--- src/rtl/debug_tx_dumper_pkg.sv ---
// Shared definitions for the debug unit TX dumper: FSM and word-source encodings,
// frame constants, command bytes shared with the receive side, and the checksum helper.
package debug_tx_dumper_pkg;

  localparam int BYTE_W = 8;

  localparam logic [BYTE_W-1:0] SYNC_BYTE = 8'hA5;

  // Command bytes understood by the receive side of the debug unit
  localparam logic [BYTE_W-1:0] StartSignal      = 8'h01;
  localparam logic [BYTE_W-1:0] ContinuousSignal = 8'h02;
  localparam logic [BYTE_W-1:0] StepByStepSignal = 8'h03;
  localparam logic [BYTE_W-1:0] ReProgramSignal  = 8'h05;
  localparam logic [BYTE_W-1:0] StepSignal       = 8'h06;

  typedef enum logic [2:0] {
    ST_IDLE      = 3'd0,
    ST_FETCH     = 3'd1,
    ST_LATCH     = 3'd2,
    ST_SEND      = 3'd3,
    ST_WAIT_DONE = 3'd4,
    ST_NEXT      = 3'd5
  } state_e;

  typedef enum logic [2:0] {
    SRC_SYNC = 3'd0,
    SRC_PC   = 3'd1,
    SRC_CYC  = 3'd2,
    SRC_REG  = 3'd3,
    SRC_MEM  = 3'd4,
    SRC_CSUM = 3'd5
  } src_e;

  function automatic logic [BYTE_W-1:0] csum_update(input logic [BYTE_W-1:0] acc,
                                                    input logic [BYTE_W-1:0] data_byte);
    return acc ^ data_byte;
  endfunction

endpackage

--- src/rtl/debug_tx_dumper_if.sv ---
// Bundle of the dumper's request, snapshot, register/memory read and UART TX signals.
// master = the dumper, slave = the surrounding debug unit / UART / storage.
interface debug_tx_dumper_if #(
  parameter int NBIT_DATA_LEN = 8,
  parameter int LEN_DATA      = 32,
  parameter int NBIT_REG      = 5,
  parameter int NBIT_MEM      = 4
);
  logic                     dump_req;
  logic [LEN_DATA-1:0]      pc_in;
  logic [LEN_DATA-1:0]      cycles_in;
  logic [NBIT_REG-1:0]      reg_addr;
  logic [LEN_DATA-1:0]      reg_data;
  logic [NBIT_MEM-1:0]      mem_addr;
  logic [LEN_DATA-1:0]      mem_data;
  logic                     tx_start;
  logic [NBIT_DATA_LEN-1:0] tx_data;
  logic                     tx_done_tick;
  logic                     busy;
  logic                     dump_done;

  modport master (
    input  dump_req, pc_in, cycles_in, reg_data, mem_data, tx_done_tick,
    output reg_addr, mem_addr, tx_start, tx_data, busy, dump_done
  );

  modport slave (
    output dump_req, pc_in, cycles_in, reg_data, mem_data, tx_done_tick,
    input  reg_addr, mem_addr, tx_start, tx_data, busy, dump_done
  );
endinterface

--- src/rtl/debug_tx_dumper_word_byte_serializer.sv ---
// word_byte_serializer: holds one word and emits it LSB byte first, one tx_start
// pulse per byte, consuming tx_done_tick only while the sequencer is waiting.
module word_byte_serializer #(
  parameter int NBIT_DATA_LEN = 8,
  parameter int LEN_DATA      = 32,
  parameter int CNT_W         = 3
) (
  input  logic                     clk,
  input  logic                     reset,
  input  logic                     load,
  input  logic [LEN_DATA-1:0]      load_word,
  input  logic [CNT_W-1:0]         load_nbytes,
  input  logic                     send,
  input  logic                     wait_en,
  input  logic                     tx_done_tick,
  output logic                     tx_start,
  output logic [NBIT_DATA_LEN-1:0] tx_data,
  output logic                     accept,
  output logic                     last_byte
);

  localparam logic [CNT_W-1:0] ONE_BYTE = CNT_W'(1);

  logic [LEN_DATA-1:0]      shift_r;
  logic [CNT_W-1:0]         cnt_r;
  logic                     tx_start_r;
  logic [NBIT_DATA_LEN-1:0] tx_data_r;

  assign accept    = wait_en & tx_done_tick;
  assign last_byte = (cnt_r == ONE_BYTE);
  assign tx_start  = tx_start_r;
  assign tx_data   = tx_data_r;

  // Word shift register and remaining-byte counter
  always_ff @(posedge clk) begin
    if (reset) begin
      shift_r <= '0;
      cnt_r   <= '0;
    end else if (load) begin
      shift_r <= load_word;
      cnt_r   <= load_nbytes;
    end else if (accept) begin
      shift_r <= shift_r >> NBIT_DATA_LEN;
      cnt_r   <= cnt_r - ONE_BYTE;
    end else begin
      shift_r <= shift_r;
      cnt_r   <= cnt_r;
    end
  end

  // tx_data is latched at send and held for the whole UART byte time
  always_ff @(posedge clk) begin
    if (reset) begin
      tx_start_r <= 1'b0;
      tx_data_r  <= '0;
    end else begin
      tx_start_r <= send;
      if (send) begin
        tx_data_r <= shift_r[NBIT_DATA_LEN-1:0];
      end else begin
        tx_data_r <= tx_data_r;
      end
    end
  end

endmodule

--- src/rtl/debug_tx_dumper.sv ---
// debug_tx_dumper: on dump_req, sends sync, PC, cycles, register file and data memory window
// over UART. Define DEBUG_TX_CHECKSUM_EN to append an XOR checksum byte after the memory window.
module debug_tx_dumper
  import debug_tx_dumper_pkg::*;
#(
  parameter int NBIT_DATA_LEN = 8,
  parameter int LEN_DATA      = 32,
  parameter int NREGS         = 32,
  parameter int NBIT_REG      = 5,
  parameter int NMEM          = 16,
  parameter int NBIT_MEM      = 4
) (
  input logic               clk,
  input logic               reset,
  debug_tx_dumper_if.master bus
);

  localparam int BYTES_PER_WORD = LEN_DATA / NBIT_DATA_LEN;
  localparam int CNT_W          = $clog2(BYTES_PER_WORD + 1);
  localparam logic [CNT_W-1:0]    WORD_BYTES = CNT_W'(BYTES_PER_WORD);
  localparam logic [CNT_W-1:0]    ONE_BYTE   = CNT_W'(1);
  localparam logic [NBIT_REG-1:0] LAST_REG   = NBIT_REG'(NREGS - 1);
  localparam logic [NBIT_MEM-1:0] LAST_MEM   = NBIT_MEM'(NMEM - 1);

  state_e                   state_r, state_s;
  src_e                     src_r, src_s;
  logic [NBIT_REG-1:0]      reg_addr_r, reg_addr_s;
  logic [NBIT_MEM-1:0]      mem_addr_r, mem_addr_s;
  logic                     busy_r;
  logic                     dump_done_r;
  logic [LEN_DATA-1:0]      snap_pc_r;
  logic [LEN_DATA-1:0]      snap_cyc_r;
  logic                     snap_s;
  logic                     finish_s;
  logic                     ser_load_s;
  logic [LEN_DATA-1:0]      ser_word_s;
  logic [CNT_W-1:0]         ser_nbytes_s;
  logic                     ser_send_s;
  logic                     ser_wait_s;
  logic                     ser_accept_s;
  logic                     ser_last_s;
  logic                     ser_tx_start_s;
  logic [NBIT_DATA_LEN-1:0] ser_tx_data_s;
`ifdef DEBUG_TX_CHECKSUM_EN
  logic [BYTE_W-1:0]        csum_r;
`endif

  assign ser_wait_s    = (state_r == ST_WAIT_DONE);
  assign bus.tx_start  = ser_tx_start_s;
  assign bus.tx_data   = ser_tx_data_s;
  assign bus.reg_addr  = reg_addr_r;
  assign bus.mem_addr  = mem_addr_r;
  assign bus.busy      = busy_r;
  assign bus.dump_done = dump_done_r;

  word_byte_serializer #(
    .NBIT_DATA_LEN(NBIT_DATA_LEN),
    .LEN_DATA     (LEN_DATA),
    .CNT_W        (CNT_W)
  ) u_ser (
    .clk         (clk),
    .reset       (reset),
    .load        (ser_load_s),
    .load_word   (ser_word_s),
    .load_nbytes (ser_nbytes_s),
    .send        (ser_send_s),
    .wait_en     (ser_wait_s),
    .tx_done_tick(bus.tx_done_tick),
    .tx_start    (ser_tx_start_s),
    .tx_data     (ser_tx_data_s),
    .accept      (ser_accept_s),
    .last_byte   (ser_last_s)
  );

  // State register
  always_ff @(posedge clk) begin
    if (reset) begin
      state_r <= ST_IDLE;
    end else begin
      state_r <= state_s;
    end
  end

  // Next-state, word-source sequencing and serializer control
  always_comb begin
    state_s      = state_r;
    src_s        = src_r;
    reg_addr_s   = reg_addr_r;
    mem_addr_s   = mem_addr_r;
    snap_s       = 1'b0;
    finish_s     = 1'b0;
    ser_load_s   = 1'b0;
    ser_word_s   = '0;
    ser_nbytes_s = '0;
    ser_send_s   = 1'b0;
    case (state_r)
      ST_IDLE: begin
        if (bus.dump_req) begin
          snap_s       = 1'b1;
          ser_load_s   = 1'b1;
          ser_word_s   = LEN_DATA'(SYNC_BYTE);
          ser_nbytes_s = ONE_BYTE;
          src_s        = SRC_SYNC;
          state_s      = ST_SEND;
        end else begin
          state_s = ST_IDLE;
        end
      end
      ST_SEND: begin
        ser_send_s = 1'b1;
        state_s    = ST_WAIT_DONE;
      end
      ST_WAIT_DONE: begin
        if (ser_accept_s) begin
          if (ser_last_s) begin
            state_s = ST_NEXT;
          end else begin
            state_s = ST_SEND;
          end
        end else begin
          state_s = ST_WAIT_DONE;
        end
      end
      ST_NEXT: begin
        // Snapshot words go straight out; storage words need an address and a read cycle
        case (src_r)
          SRC_SYNC: begin
            ser_load_s   = 1'b1;
            ser_word_s   = snap_pc_r;
            ser_nbytes_s = WORD_BYTES;
            src_s        = SRC_PC;
            state_s      = ST_SEND;
          end
          SRC_PC: begin
            ser_load_s   = 1'b1;
            ser_word_s   = snap_cyc_r;
            ser_nbytes_s = WORD_BYTES;
            src_s        = SRC_CYC;
            state_s      = ST_SEND;
          end
          SRC_CYC: begin
            src_s      = SRC_REG;
            reg_addr_s = '0;
            state_s    = ST_FETCH;
          end
          SRC_REG: begin
            if (reg_addr_r == LAST_REG) begin
              src_s      = SRC_MEM;
              mem_addr_s = '0;
            end else begin
              reg_addr_s = reg_addr_r + NBIT_REG'(1);
            end
            state_s = ST_FETCH;
          end
          SRC_MEM: begin
            if (mem_addr_r == LAST_MEM) begin
`ifdef DEBUG_TX_CHECKSUM_EN
              ser_load_s   = 1'b1;
              ser_word_s   = LEN_DATA'(csum_r);
              ser_nbytes_s = ONE_BYTE;
              src_s        = SRC_CSUM;
              state_s      = ST_SEND;
`else
              finish_s = 1'b1;
              state_s  = ST_IDLE;
`endif
            end else begin
              mem_addr_s = mem_addr_r + NBIT_MEM'(1);
              state_s    = ST_FETCH;
            end
          end
          SRC_CSUM: begin
            finish_s = 1'b1;
            state_s  = ST_IDLE;
          end
          default: begin
            finish_s = 1'b1;
            state_s  = ST_IDLE;
          end
        endcase
      end
      ST_FETCH: begin
        state_s = ST_LATCH;
      end
      ST_LATCH: begin
        ser_load_s   = 1'b1;
        ser_nbytes_s = WORD_BYTES;
        state_s      = ST_SEND;
        if (src_r == SRC_MEM) begin
          ser_word_s = bus.mem_data;
        end else begin
          ser_word_s = bus.reg_data;
        end
      end
      default: begin
        state_s = ST_IDLE;
      end
    endcase
  end

  // Source pointer, read addresses, snapshot and frame status registers
  always_ff @(posedge clk) begin
    if (reset) begin
      src_r       <= SRC_SYNC;
      reg_addr_r  <= '0;
      mem_addr_r  <= '0;
      busy_r      <= 1'b0;
      dump_done_r <= 1'b0;
      snap_pc_r   <= '0;
      snap_cyc_r  <= '0;
    end else begin
      src_r       <= src_s;
      reg_addr_r  <= reg_addr_s;
      mem_addr_r  <= mem_addr_s;
      dump_done_r <= finish_s;
      if (snap_s) begin
        snap_pc_r  <= bus.pc_in;
        snap_cyc_r <= bus.cycles_in;
        busy_r     <= 1'b1;
      end else if (finish_s) begin
        busy_r <= 1'b0;
      end else begin
        busy_r <= busy_r;
      end
    end
  end

`ifdef DEBUG_TX_CHECKSUM_EN
  // Running XOR of every completed byte after the sync byte
  always_ff @(posedge clk) begin
    if (reset) begin
      csum_r <= '0;
    end else if (snap_s) begin
      csum_r <= '0;
    end else if (ser_accept_s && (src_r != SRC_SYNC) && (src_r != SRC_CSUM)) begin
      csum_r <= csum_update(csum_r, ser_tx_data_s);
    end else begin
      csum_r <= csum_r;
    end
  end
`endif

endmodule

--- src/flat_wrapper.sv ---
// flat-port wrapper written by rule: the top's interface ports become plain ports
module debug_tx_dumper_flat import debug_tx_dumper_pkg::*;
#(
  parameter int NBIT_DATA_LEN = 8,
  parameter int LEN_DATA      = 32,
  parameter int NREGS         = 32,
  parameter int NBIT_REG      = 5,
  parameter int NMEM          = 16,
  parameter int NBIT_MEM      = 4
)
  (clk, reset, bus_dump_req, bus_pc_in, bus_cycles_in, bus_reg_data, bus_mem_data, bus_tx_done_tick, bus_reg_addr, bus_mem_addr, bus_tx_start, bus_tx_data, bus_busy, bus_dump_done);
  debug_tx_dumper_if #(.NBIT_DATA_LEN(NBIT_DATA_LEN), .LEN_DATA(LEN_DATA), .NBIT_REG(NBIT_REG), .NBIT_MEM(NBIT_MEM)) bus_i ();
  input logic clk;
  input logic reset;
  input wire logic [$bits(bus_i.dump_req)-1:0] bus_dump_req;
  input wire logic [$bits(bus_i.pc_in)-1:0] bus_pc_in;
  input wire logic [$bits(bus_i.cycles_in)-1:0] bus_cycles_in;
  input wire logic [$bits(bus_i.reg_data)-1:0] bus_reg_data;
  input wire logic [$bits(bus_i.mem_data)-1:0] bus_mem_data;
  input wire logic [$bits(bus_i.tx_done_tick)-1:0] bus_tx_done_tick;
  output wire logic [$bits(bus_i.reg_addr)-1:0] bus_reg_addr;
  output wire logic [$bits(bus_i.mem_addr)-1:0] bus_mem_addr;
  output wire logic [$bits(bus_i.tx_start)-1:0] bus_tx_start;
  output wire logic [$bits(bus_i.tx_data)-1:0] bus_tx_data;
  output wire logic [$bits(bus_i.busy)-1:0] bus_busy;
  output wire logic [$bits(bus_i.dump_done)-1:0] bus_dump_done;
  assign bus_i.dump_req = bus_dump_req;
  assign bus_i.pc_in = bus_pc_in;
  assign bus_i.cycles_in = bus_cycles_in;
  assign bus_i.reg_data = bus_reg_data;
  assign bus_i.mem_data = bus_mem_data;
  assign bus_i.tx_done_tick = bus_tx_done_tick;
  assign bus_reg_addr = bus_i.reg_addr;
  assign bus_mem_addr = bus_i.mem_addr;
  assign bus_tx_start = bus_i.tx_start;
  assign bus_tx_data = bus_i.tx_data;
  assign bus_busy = bus_i.busy;
  assign bus_dump_done = bus_i.dump_done;
  debug_tx_dumper #(.NBIT_DATA_LEN(NBIT_DATA_LEN), .LEN_DATA(LEN_DATA), .NREGS(NREGS), .NBIT_REG(NBIT_REG), .NMEM(NMEM), .NBIT_MEM(NBIT_MEM)) u_core (.clk(clk), .reset(reset), .bus(bus_i));
endmodule
--- config.mk ---
export PLATFORM = sky130hd
export DESIGN_NAME = debug_tx_dumper_flat
export DESIGN_NICKNAME = d
export VERILOG_FILES = /design/src/rtl/debug_tx_dumper_pkg.sv /design/src/rtl/debug_tx_dumper_if.sv /design/src/rtl/debug_tx_dumper_word_byte_serializer.sv /design/src/rtl/debug_tx_dumper.sv /design/src/flat_wrapper.sv
export SDC_FILE = /design/constraint.sdc
export NUM_CORES = 1
export LEC_CHECK = 0
export BUFFER_PORTS_ARGS = -buffer_cell sky130_fd_sc_hd__buf_4
export CAP_MARGIN = 20
export CORE_ASPECT_RATIO = 1.1
export CORE_UTILIZATION = 40
export DETAILED_ROUTE_END_ITERATION = 16
export GPL_TIMING_DRIVEN = 0
export PLACE_DENSITY = 0.66
export SLEW_MARGIN = 30
export SYNTH_ARGS = -nofsm -noshare
export SYNTH_HDL_FRONTEND = slang
export SYNTH_SLANG_ARGS = --single-unit
--- constraint.sdc ---
create_clock -name clk -period 2.5 [get_ports clk]
set_input_delay 0.5 -clock clk [delete_from_list [all_inputs] [get_ports clk]]
set_output_delay 0.5 -clock clk [all_outputs]
set_load 0.01 [all_outputs]
==> flow_summary.toml, run 1 <==
[sta]
period_share = 0.876
final_period_minus_worst_setup_slack_ns = 2.19
setup-violations-final = 0
slew_viol_final = 0
tightest_slew_ns = 0.681
max_clock_freq_mhz = 457
clock_skew_ns = 0.00613
unrepaired_setup_endpoints_after_global_routing = "false"
final_hold_vio_count = 0
worst_slew_margin_rel = 0.546
final.setup.tns_ns = 0

[synth]
postSynth.asyncResetShare = 0
yosys-top-cells-area = "sky130_fd_sc_hd__dfxtp_1, sky130_fd_sc_hd__mux2i_1, sky130_fd_sc_hd__nand2_1"
synth_warnings = 0
mappedNetlistNets = 841
syn_inst = 704
top_count_cell_post_synth = "sky130_fd_sc_hd__nand2_1"
syn-cell-area_sq_um = 5850
netlist-cell-type-count = 49
synth_edf_count = 0
ys_top_cells_by_count = "sky130_fd_sc_hd__nand2_1, sky130_fd_sc_hd__dfxtp_1, sky130_fd_sc_hd__a21oi_1"
postSynth.topFlopCell = "sky130_fd_sc_hd__dfxtp_1"
mean_instance_size_in_the_synthesized_netlist_sq_um = 8.31
synth_sequential_area_ratio = 0.428
area_share_of_the_leading_cell_type_in_the_synthesized_netlist = 0.428
synth_largest_area_cell = "sky130_fd_sc_hd__dfxtp_1"
ys_seq_elements = 125

[power_and_ir_drop]
vdd.ir_drop.worst_uv = 442
power.density_nw_per_um2 = 707
switching_power_uw = 1380
internal_power_uw = 4130
share_clk_of_total_power = 0.444
power_switching_share = 0.251
p_leak_uw = 0.00303
seq_power_share = 0.405
power_frac_comb = 0.152

[clock_tree]
cts.sink_count = 125
cts_hold_buffers = 0
cts-root-to-sink-buffers = 2
cts.repair.resized = 0
number_of_setup_buffers_added_after_cts = 0
cts_inserted_buffers = 17
clkSlewWorstSetupHoldPaths_ns = 0.06
clk_latency_ns = 0.41
h_tree_lvls = 4
cts_tree = "yes"
clk_root_buffer_cell = "sky130_fd_sc_hd__clkbuf_16"

[routing]
routed_wire_length_per_instance_um = 16.2
route.vias.total = 5609
drc_errors = 0
drtIter0Drc = 285
average_via_count_per_standard_cell = 5.22
ant_nets = 0
drt_pass1_iterations = 5
detail_route.wirelength_um = 17500

[floorplan]
core_area_sq_um = 14000
die_width_um = 117
floorplan.initialDensity = 0.417
die_height_um = 129
fp.dieArea_sq_um = 15100
std_cell_rows = 45
floorplan.io_pins = 152

[min_path]
worstHoldEndpoint = "u_core.src_r[0]"
min_path_type = "in2reg"
hold-path-cell-count = 2
worst_hold_startpoint = "reset"

[setup_path]
r2r.worst_path.cells = 5
critical-path-slowest-cell = "sky130_fd_sc_hd__nor3b_1"
crit_path_cell_trace = "buf_2 -> nor3b_1 -> a21oi_1 -> a221oi_1 -> o32ai_1"
worst_r2r_endpoint = "u_core.u_ser.shift_r[2]"
worst-setup-path-type = "reg2reg"
required_ns = 2.78
regToRegSetupSlack_ns = 0.31
reg2reg_from = "u_core.state_r[1]"
worstPathMaxFanout = 10
critPathArrivalTime_ns = 2.46
critPathCaptureType = "flip-flop"
start_kind = "flip-flop"
timing.critical_path.slowest_cell_delay_ns = 0.58

[global_routing]
grt_start_max_net_pins = 17
grt.total_usage = 0.237
grt_overflow = 0
wire_length_of_the_first_global_routing_pass_um = 27000
grt_pass1_vias = 5256
grt_antenna_before_repair = 0

[placement]
port_buffers = 151
dp_hpwl_um = 13300
place_congestion = 0.854
placed_cells_incl_taps = 1043

[cells_and_area]
fraction_of_layout_instances_using_a_drive_strength_above_1 = 0.256
finish.cell_count_without_fillers = 1074
antenna-diode-count = 0
final_net_count = 1011
area_growth_syn_to_layout_pct = 33.4

[job]
cap_violations = 0

[run_status]
status = "finished, final reports clean"
==> worst max-delay path by stage <==
stage | from | endpoint | slack, ns | cells past startpoint
2_1_floorplan | u_core.bus.reg_addr[0] | u_core.bus.mem_addr[1] | 0.62 | 7
4_1_cts | u_core.state_r[0] | u_core.snap_cyc_r[31] | 0.38 | 7
6_report | u_core.state_r[1] | u_core.u_ser.shift_r[2] | 0.31 | 5
3_3_place_gp | u_core.state_r[1] | u_core.u_ser.shift_r[2] | 0.44 | 5
3_5_place_dp | u_core.state_r[1] | u_core.u_ser.shift_r[2] | 0.39 | 5
5_1_grt | u_core.state_r[1] | u_core.u_ser.shift_r[7] | 0.16 | 5
==> cell type report <==
class	instances	area, sq um
multi-input combinational	516	3040
clock buffer	23	468
inverter	6	22.5
buffer	57	285
sequential	125	2500
fill	1346	6220
timing repair buffer	151	1130
tap	188	235
clock inverter	8	115
==> kinds of logic after synthesis <==
family | after synthesis | share of synthesized area
multiplexers | 73 | 0.127
buffers and inverters | 63 | 0.0526
flip-flops | 125 | 0.428
AO/OA/AOI/OAI | 185 | 0.196
adder cells (fa/ha/maj) | 5 | 0.0107
AND/OR/NAND/NOR | 253 | 0.187
==> power by group through the flow <==
stage | combinational, uW | clock [uW] | sequential, uW
after global placement | 822 | 0 | 2260
after floorplan | 491 | 0 | 2240
after global routing | 912 | 2560 | 2250
final | 836 | 2450 | 2230
after CTS | 836 | 2460 | 2230
after detailed placement | 828 | 0 | 2270
==> worst max-delay path, delay by kind of cell, from the launching register on <==
kind,cells,cell delay [ns]
and+or+nand+nor,1,0.58
buffers and inverters,1,0.23
DFF,1,0.40
AOI/OAI and AO/OA,3,0.85
==> registers in the layout (all words and copies together), names as in the netlist <==
signal and cells:
u_core.snap_cyc_r 32, u_core.snap_pc_r 32, u_core.u_ser.shift_r 32, u_core.u_ser.tx_data 8, u_core.bus.reg_addr 5, u_core.bus.mem_addr 4, u_core.src_r 3, u_core.state_r 3
u_core.u_ser.cnt_r 3, u_core.bus.busy 1, u_core.bus.dump_done 1, u_core.u_ser.tx_start 1
==> stage by stage <==
step                 util  worst slack, ns  power (uW)  hold WS [ns]  cell area (sq um)
floorplan               -            0.621        2730         0.433               5850
global placement    0.515            0.441        3090         0.441               7220
detailed placement  0.515            0.388        3100         0.446               7220
CTS                 0.556            0.378        5530         0.292               7800
global route        0.556            0.163        5720         0.309               7800
finish              0.556            0.311        5510         0.297               7800
==> layer usage <==
layer	share of wire	GRT usage
met1	0.44	0.297
met2	0.50	0.407
met3	0.044	0.0396
met4	0.020	0.0864
met5	0	0
==> cell usage in the layout, fill, tap and decap left out, types with 5 or more instances in the layout <==
cell / count
sky130_fd_sc_hd__a21oi_1: 105
sky130_fd_sc_hd__buf_2: 15
sky130_fd_sc_hd__buf_4: 161
sky130_fd_sc_hd__clkbuf_1: 33
sky130_fd_sc_hd__clkbuf_16: 17
sky130_fd_sc_hd__clkinv_2: 5
sky130_fd_sc_hd__dfxtp_1: 125
sky130_fd_sc_hd__ha_1: 5
sky130_fd_sc_hd__inv_1: 5
sky130_fd_sc_hd__mux2_2: 8
sky130_fd_sc_hd__mux2i_1: 65
sky130_fd_sc_hd__nand2_1: 173
sky130_fd_sc_hd__nand3_1: 17
sky130_fd_sc_hd__nor2_1: 30
sky130_fd_sc_hd__nor3_1: 6
sky130_fd_sc_hd__o21a_1: 15
sky130_fd_sc_hd__o21ai_0: 8
sky130_fd_sc_hd__o221a_2: 5
sky130_fd_sc_hd__o22a_1: 9
sky130_fd_sc_hd__o22ai_1: 21
Power figures use the tool's default switching activity.
==> run 2: changes to the inputs <==
--- a/config.mk
+++ b/config.mk
@@ -15,4 +15,5 @@
 export SLEW_MARGIN = 30
 export SYNTH_ARGS = -nofsm -noshare
 export SYNTH_HDL_FRONTEND = slang
+export SYNTH_HIERARCHICAL = 1
 export SYNTH_SLANG_ARGS = --single-unit
==> run 2 against run 1 <==
Fmax down 4.9%. Sequential power increased by 2%. Largest cell class unchanged. Clock skew up 0.0052 ns. Flip-flop and latch count unchanged. Sequential share of layout area decreased by 0.60 points. Critical path type unchanged. Clock power hardly changed. Via count is 6.0% higher. Critical endpoint is now u_core/u_ser/shift_r[7].
==> flow_summary.toml, run 2 <==
[run_status]
status = "finished, final reports clean"

[power_and_ir_drop]
switching_power_uw = 1590
vdd.ir_drop.worst_uv = 498
power.density_nw_per_um2 = 726
internal_power_uw = 4190
p_leak_uw = 0.00318
power_switching_share = 0.275
share_clk_of_total_power = 0.427
seq_power_share = 0.395
power_frac_comb = 0.178

[clock_tree]
h_tree_lvls = 4
cts.sink_count = 125
cts_tree = "yes"
number_of_setup_buffers_added_after_cts = 0
cts-root-to-sink-buffers = 2
clk_latency_ns = 0.42
cts_hold_buffers = 0
clkSlewWorstSetupHoldPaths_ns = 0.06
cts_inserted_buffers = 17
cts.repair.resized = 0
clk_root_buffer_cell = "sky130_fd_sc_hd__clkbuf_16"

[setup_path]
timing.critical_path.slowest_cell_delay_ns = 0.47
worst_path_dominant_cell_family = "buffers and inverters"
critPathMostFrequentCell = "sky130_fd_sc_hd__clkbuf_1"
critPathArrivalTime_ns = 2.58
required_ns = 2.78
critPathCaptureType = "flip-flop"
critical-path-slowest-cell = "sky130_fd_sc_hd__dfxtp_1"
cp_num_buf_inv = 3
worst-setup-path-type = "reg2reg"
crit_path_cell_trace = "nor2b_1 -> nand2_1 -> clkbuf_1 -> nand3_1 -> buf_2 -> clkbuf_1 -> a211oi_1 -> nor3_1"
start_kind = "flip-flop"
worstPathMaxFanout = 10

[cells_and_area]
fill_cells = 1463
final_net_count = 1047
final_common_cell = "sky130_fd_sc_hd__buf_4"
antenna-diode-count = 0
finished_cell_area_sq_um = 7950
mostFrequentLayoutCells = "sky130_fd_sc_hd__buf_4, sky130_fd_sc_hd__nand2_1, sky130_fd_sc_hd__dfxtp_1, sky130_fd_sc_hd__a21oi_1, sky130_fd_sc_hd__mux2i_1"
area_growth_syn_to_layout_pct = 32.9
final_core_util = 0.548
fraction_of_layout_instances_using_a_drive_strength_above_1 = 0.239
multi_input_comb_area_sq_um = 3100
biggestRegsByFlops = "u_core/snap_cyc_r: 32 flops, u_core/snap_pc_r: 32 flops, u_core/u_ser/shift_r: 32 flops"
seq_area_sq_um = 2500

[routing]
highest_routed_metal_layer = "met4"
route.layer.met1.wl_um = 8510
routed-wl-met3_um = 1160
met2WireLength_um = 9160
drc_errors = 0
route.vias.total = 5947
drt_pass1_iterations = 5
ant_nets = 0
drtIter0Drc = 399
detail_route.wirelength_um = 19100
average_via_count_per_standard_cell = 5.33
routed_wire_length_per_instance_um = 17.1

[sta]
max_clock_freq_mhz = 434
slew_viol_final = 0
clock_skew_ns = 0.0114
tightest_slew_ns = 0.639
period_share = 0.921
setup_ws_ns = 0.197
setup-violations-final = 0
unrepaired_setup_endpoints_after_global_routing = "false"
final_period_minus_worst_setup_slack_ns = 2.30
worst_slew_margin_rel = 0.574
final.setup.tns_ns = 0
final_hold_vio_count = 0

[placement]
pre_cts_slack_ns = 0.0699
place_congestion = 0.903
port_buffers = 149
dp_hpwl_um = 14400
place_area_sq_um = 7340

[global_routing]
grt_overflow = 0
wire_length_of_the_first_global_routing_pass_um = 29000
grt_start_max_net_pins = 17
grt_pass1_vias = 5515
grt.total_usage = 0.247
grt_antenna_before_repair = 0

[floorplan]
std_cell_rows = 46
floorplan.io_pins = 152
fp.dieArea_sq_um = 15400
die_height_um = 130
die_width_um = 119
floorplan.initialDensity = 0.412
core_area_sq_um = 14500

[synth]
netlist-cell-type-count = 52
ys_top_cells_by_count = "sky130_fd_sc_hd__nand2_1, sky130_fd_sc_hd__dfxtp_1, sky130_fd_sc_hd__a21oi_1"
synth_sequential_area_ratio = 0.418
synth_warnings = 6
top_count_cell_post_synth = "sky130_fd_sc_hd__nand2_1"
syn-cell-area_sq_um = 5980
area_share_of_the_leading_cell_type_in_the_synthesized_netlist = 0.418
syn_inst = 742
ys_seq_elements = 125
synth_compound_area_frac = 0.204
synth_largest_area_cell = "sky130_fd_sc_hd__dfxtp_1"
mappedNetlistNets = 879
synthXorXnorAreaFrac = 0.00586
mean_instance_size_in_the_synthesized_netlist_sq_um = 8.06
synth_mux_area_frac = 0.0621
synth_simple_gate_area_frac = 0.236
yosys-top-cells-area = "sky130_fd_sc_hd__dfxtp_1, sky130_fd_sc_hd__nand2_1, sky130_fd_sc_hd__a21oi_1"
postSynth.asyncResetShare = 0
postSynth.topFlopCell = "sky130_fd_sc_hd__dfxtp_1"
largest_family_of_logic_cells_by_synthesized_area = "simple AND/OR/NAND/NOR gates"
synth-adder-area-share = 0.0105
synth_edf_count = 0

[min_path]
min_path_type = "in2reg"

[job]
cap_violations = 0
[run 2: cell types whose count changed after synthesis, moves of 8 or more]
| cell | delta |
|---|---|
| sky130_fd_sc_hd__and3_1 | +24 |
| sky130_fd_sc_hd__nor2b_1 | +27 |
| sky130_fd_sc_hd__nor3_1 | +20 |
| sky130_fd_sc_hd__a22oi_1 | +32 |
| sky130_fd_sc_hd__o21a_1 | -13 |
| sky130_fd_sc_hd__nand2_1 | -19 |
| sky130_fd_sc_hd__a21oi_1 | -17 |
| sky130_fd_sc_hd__mux2i_1 | -29 |
| sky130_fd_sc_hd__a211oi_1 | +25 |
| sky130_fd_sc_hd__nand3_1 | -10 |
| sky130_fd_sc_hd__nor2_1 | -8 |
| sky130_fd_sc_hd__o22a_1 | -9 |
[run 2: kinds of logic (layout without fill, tap and decap cells)]
kind of cell,count (synthesis),count (layout)
other cells,1,1
flops,125,125
mux,37,37
fa+ha+maj,5,5
compound gates,197,197
xor+xnor,4,4
simple gates,296,296
buf+inv,77,258
[run 2: power groups by stage]
stage	combinational [uW]	sequential [uW]	clock [uW]
2_1_floorplan	628	2290	0
3_3_place_gp	1000	2320	0
3_5_place_dp	1010	2320	0
4_1_cts	1020	2280	2500
5_1_grt	1130	2300	2580
6_report	1030	2280	2460
[run 2: worst reg2reg max path: cells and delay by family (launching register included)]
family | cells | cell delay [ns]
flip-flops | 1 | 0.47
AO/OA/AOI/OAI | 1 | 0.29
AND/OR/NAND/NOR | 4 | 0.54
buffers and inverters | 3 | 0.88
[run 2: stage by stage]
step / hold WS (ns) / power (uW) / std cells
2_1_floorplan: 0.436 / 2920 / 742
3_3_place_gp: 0.442 / 3320 / 1083
3_5_place_dp: 0.447 / 3330 / 1083
4_1_cts: 0.314 / 5790 / 1115
5_1_grt: 0.314 / 6020 / 1115
6_report: 0.326 / 5770 / 1115
[run 2: cell type report]
type                       count  share of cell area
clock inverter                11              0.0168
timing repair buffer         149               0.141
multi-input combinational    540               0.390
inverter                       9             0.00425
clock buffer                  21              0.0592
buffer                        68              0.0436
sequential                   125               0.315
tap                          192              0.0302
[run 2: final timing paths]
kind              slack (ns)  cells past startpoint                  from                 endpoint
setup / recovery        0.20                      8     u_core/state_r[2]  u_core/u_ser/shift_r[7]
hold / removal          0.33                      3     bus_cycles_in[20]    u_core/snap_cyc_r[20]
setup reg to reg        0.20                      8     u_core/state_r[2]  u_core/u_ser/shift_r[7]
hold reg to reg         0.45                      2  u_core/snap_cyc_r[3]     u_core/snap_cyc_r[3]
[run 2: layer usage]
metal  GRT usage  up-vias
li1            -     2959
met1       0.319     2753
met2       0.412      214
met3      0.0516       21
met4      0.0849        0
met5           0        -
==> run 3: changes to the inputs <==
--- a/config.mk
+++ b/config.mk
@@ -5,13 +5,13 @@
 export SDC_FILE = /design/constraint.sdc
 export NUM_CORES = 1
 export LEC_CHECK = 0
-export BUFFER_PORTS_ARGS = -buffer_cell sky130_fd_sc_hd__buf_4
 export CAP_MARGIN = 20
 export CORE_ASPECT_RATIO = 1.1
 export CORE_UTILIZATION = 40
 export DETAILED_ROUTE_END_ITERATION = 16
+export DONT_BUFFER_PORTS = 1
 export GPL_TIMING_DRIVEN = 0
-export PLACE_DENSITY = 0.66
+export PLACE_DENSITY = 0.57
 export SLEW_MARGIN = 30
 export SYNTH_ARGS = -nofsm -noshare
 export SYNTH_HDL_FRONTEND = slang
==> run 3 against run 2 <==
Sequential share of layout area up 5.4 points. Clock power down 5%. Die area unchanged. Combinational power down 17%. Via count down 6.5%. Register-to-register slack better by 0.02 ns. Final cell count down 13%. Total power down 5.0%. Non-clock buffer count down 149. Global-route usage up 0.33 points. First-iteration DRC count up 22%. Critical path depth up 1.
==> flow_summary.toml, run 3 (same netlist as run 2, synthesis figures left out) <==
[sta]
final.setup.tns_ns = 0
unrepaired_setup_endpoints_after_global_routing = "false"
setup-violations-final = 0
final_period_minus_worst_setup_slack_ns = 2.28
max_clock_freq_mhz = 438
slew_viol_final = 0
final_hold_vio_count = 0
tightest_slew_ns = 0.645
period_share = 0.914
fin_worst_hold_slack_ns = 0.199
worst_slew_margin_rel = 0.570
setup_ws_ns = 0.215
clock_skew_ns = 0.00614

[min_path]
min_path_type = "in2reg"
hold-path-cell-count = 2

[power_and_ir_drop]
p_leak_uw = 0.00244
p_total_uw = 5480
vdd.ir_drop.worst_uv = 470
power.density_nw_per_um2 = 808

[setup_path]
start_kind = "flip-flop"
worstPathMaxFanout = 10
critPathArrivalTime_ns = 2.64
worst-setup-path-type = "reg2reg"
required_ns = 2.86
critPathCaptureType = "flip-flop"
r2r.worst_path.cells = 9

[global_routing]
grt.total_usage = 0.250
wire_length_of_the_first_global_routing_pass_um = 28800
grt_antenna_before_repair = 0
grt_pass1_vias = 5312
grt_overflow = 0
grt_start_max_net_pins = 17

[routing]
routed_wire_length_per_instance_um = 19.8
drtIter0Drc = 485
ant_nets = 0
average_via_count_per_standard_cell = 5.76
route.vias.total = 5561
drt_pass1_iterations = 5
detail_route.wirelength_um = 19100
drc_errors = 0

[floorplan]
die_height_um = 130
floorplan.initialDensity = 0.412
floorplan.io_pins = 152
core_area_sq_um = 14500
fp.dieArea_sq_um = 15400
std_cell_rows = 46
die_width_um = 119

[clock_tree]
h_tree_lvls = 4
clk_latency_ns = 0.43
cts_tree = "yes"
cts_hold_buffers = 0
cts-root-to-sink-buffers = 2
cts_inserted_buffers = 17
clkSlewWorstSetupHoldPaths_ns = 0.06
cts.sink_count = 125
clk_root_buffer_cell = "sky130_fd_sc_hd__clkbuf_16"

[cells_and_area]
biggestRegsByFlops = "u_core/snap_cyc_r: 32 flops, u_core/snap_pc_r: 32 flops, u_core/u_ser/shift_r: 32 flops"
final_common_cell = "sky130_fd_sc_hd__nand2_1"
fill_cells = 1487
mostFrequentLayoutCells = "sky130_fd_sc_hd__nand2_1, sky130_fd_sc_hd__dfxtp_1, sky130_fd_sc_hd__a21oi_1, sky130_fd_sc_hd__mux2i_1, sky130_fd_sc_hd__clkbuf_1"
area_growth_syn_to_layout_pct = 13.5
fraction_of_layout_instances_using_a_drive_strength_above_1 = 0.0943
finished_cell_area_sq_um = 6790
antenna-diode-count = 0
final_net_count = 898

[placement]
place_congestion = 0.877
place_area_sq_um = 6220
dp_hpwl_um = 14500
port_buffers = 0
pre_cts_slack_ns = 0.129

[job]
cap_violations = 0

[run_status]
status = "finished, final reports clean"
[run 3: cell count changes in the layout (fill, tap and decap cells not counted)]
cell | before | now
sky130_fd_sc_hd__clkinv_2 | 0 | 3
sky130_fd_sc_hd__clkbuf_2 | 4 | 5
sky130_fd_sc_hd__inv_6 | 2 | 1
sky130_fd_sc_hd__buf_4 | 155 | 6
sky130_fd_sc_hd__clkbuf_8 | 3 | 1
sky130_fd_sc_hd__clkinv_4 | 3 | 4
sky130_fd_sc_hd__clkbuf_1 | 35 | 34
sky130_fd_sc_hd__bufinv_16 | 2 | 1
[run 3: timing repair]
| item | in CTS | in global routing |
|---|---|---|
| setup buffers | 0 | 0 |
| gates resized for setup | 0 | 6 |
| endpoints found under the setup margin | 0 | 17 |
[run 3: through the flow]
stage	std cells	utilization
global route	966	0.468
CTS	966	0.468
finish	966	0.468
floorplan	742	-
detailed placement	934	0.429
global placement	934	0.429
[run 3: cell type report]
| cell class | count | area (sq um) | share of cell area |
|---|---|---|---|
| Sequential cell | 125 | 2500 | 0.369 |
| Clock inverter | 13 | 119 | 0.0175 |
| Buffer | 68 | 348 | 0.0512 |
| Inverter | 9 | 33.8 | 0.00498 |
| Tap cell | 192 | 240 | 0.0354 |
| Clock buffer | 19 | 443 | 0.0653 |
| Multi-Input combinational cell | 540 | 3100 | 0.457 |
[run 3: final timing paths]
kind              slack (ns)                 start                       end
hold / removal          0.20     bus_cycles_in[25]     u_core/snap_cyc_r[25]
setup reg to reg        0.22     u_core/state_r[2]  u_core/u_ser/shift_r[29]
setup / recovery        0.22     u_core/state_r[2]  u_core/u_ser/shift_r[29]
hold reg to reg         0.45  u_core/snap_pc_r[20]      u_core/snap_pc_r[20]
[run 3: metal layers]
layer  GRT usage  up-vias  wire (um)
met1       0.304     2628       7970
met4       0.133        0        661
li1            -     2665          -
met3      0.0787       45       1580
met2       0.399      223       8910
met5           0        -          0
[run 3: power by group]
part	leakage [uW]	switching, uW	total (uW)	internal, uW
Combinational	0.00115	537	860	323
Clock	0.000265	940	2330	1390
Sequential	0.00102	113	2290	2180
[run 3: critical path, stage by stage (launching register included)]
cell                       delay, ns
sky130_fd_sc_hd__dfxtp_1        0.37
sky130_fd_sc_hd__nor2_1         0.13
sky130_fd_sc_hd__nand3_1        0.37
sky130_fd_sc_hd__clkbuf_2       0.35
sky130_fd_sc_hd__nand3_1        0.13
sky130_fd_sc_hd__buf_2          0.17
sky130_fd_sc_hd__buf_2          0.21
sky130_fd_sc_hd__buf_2          0.26
sky130_fd_sc_hd__nand2_1        0.11
sky130_fd_sc_hd__a21oi_1        0.13
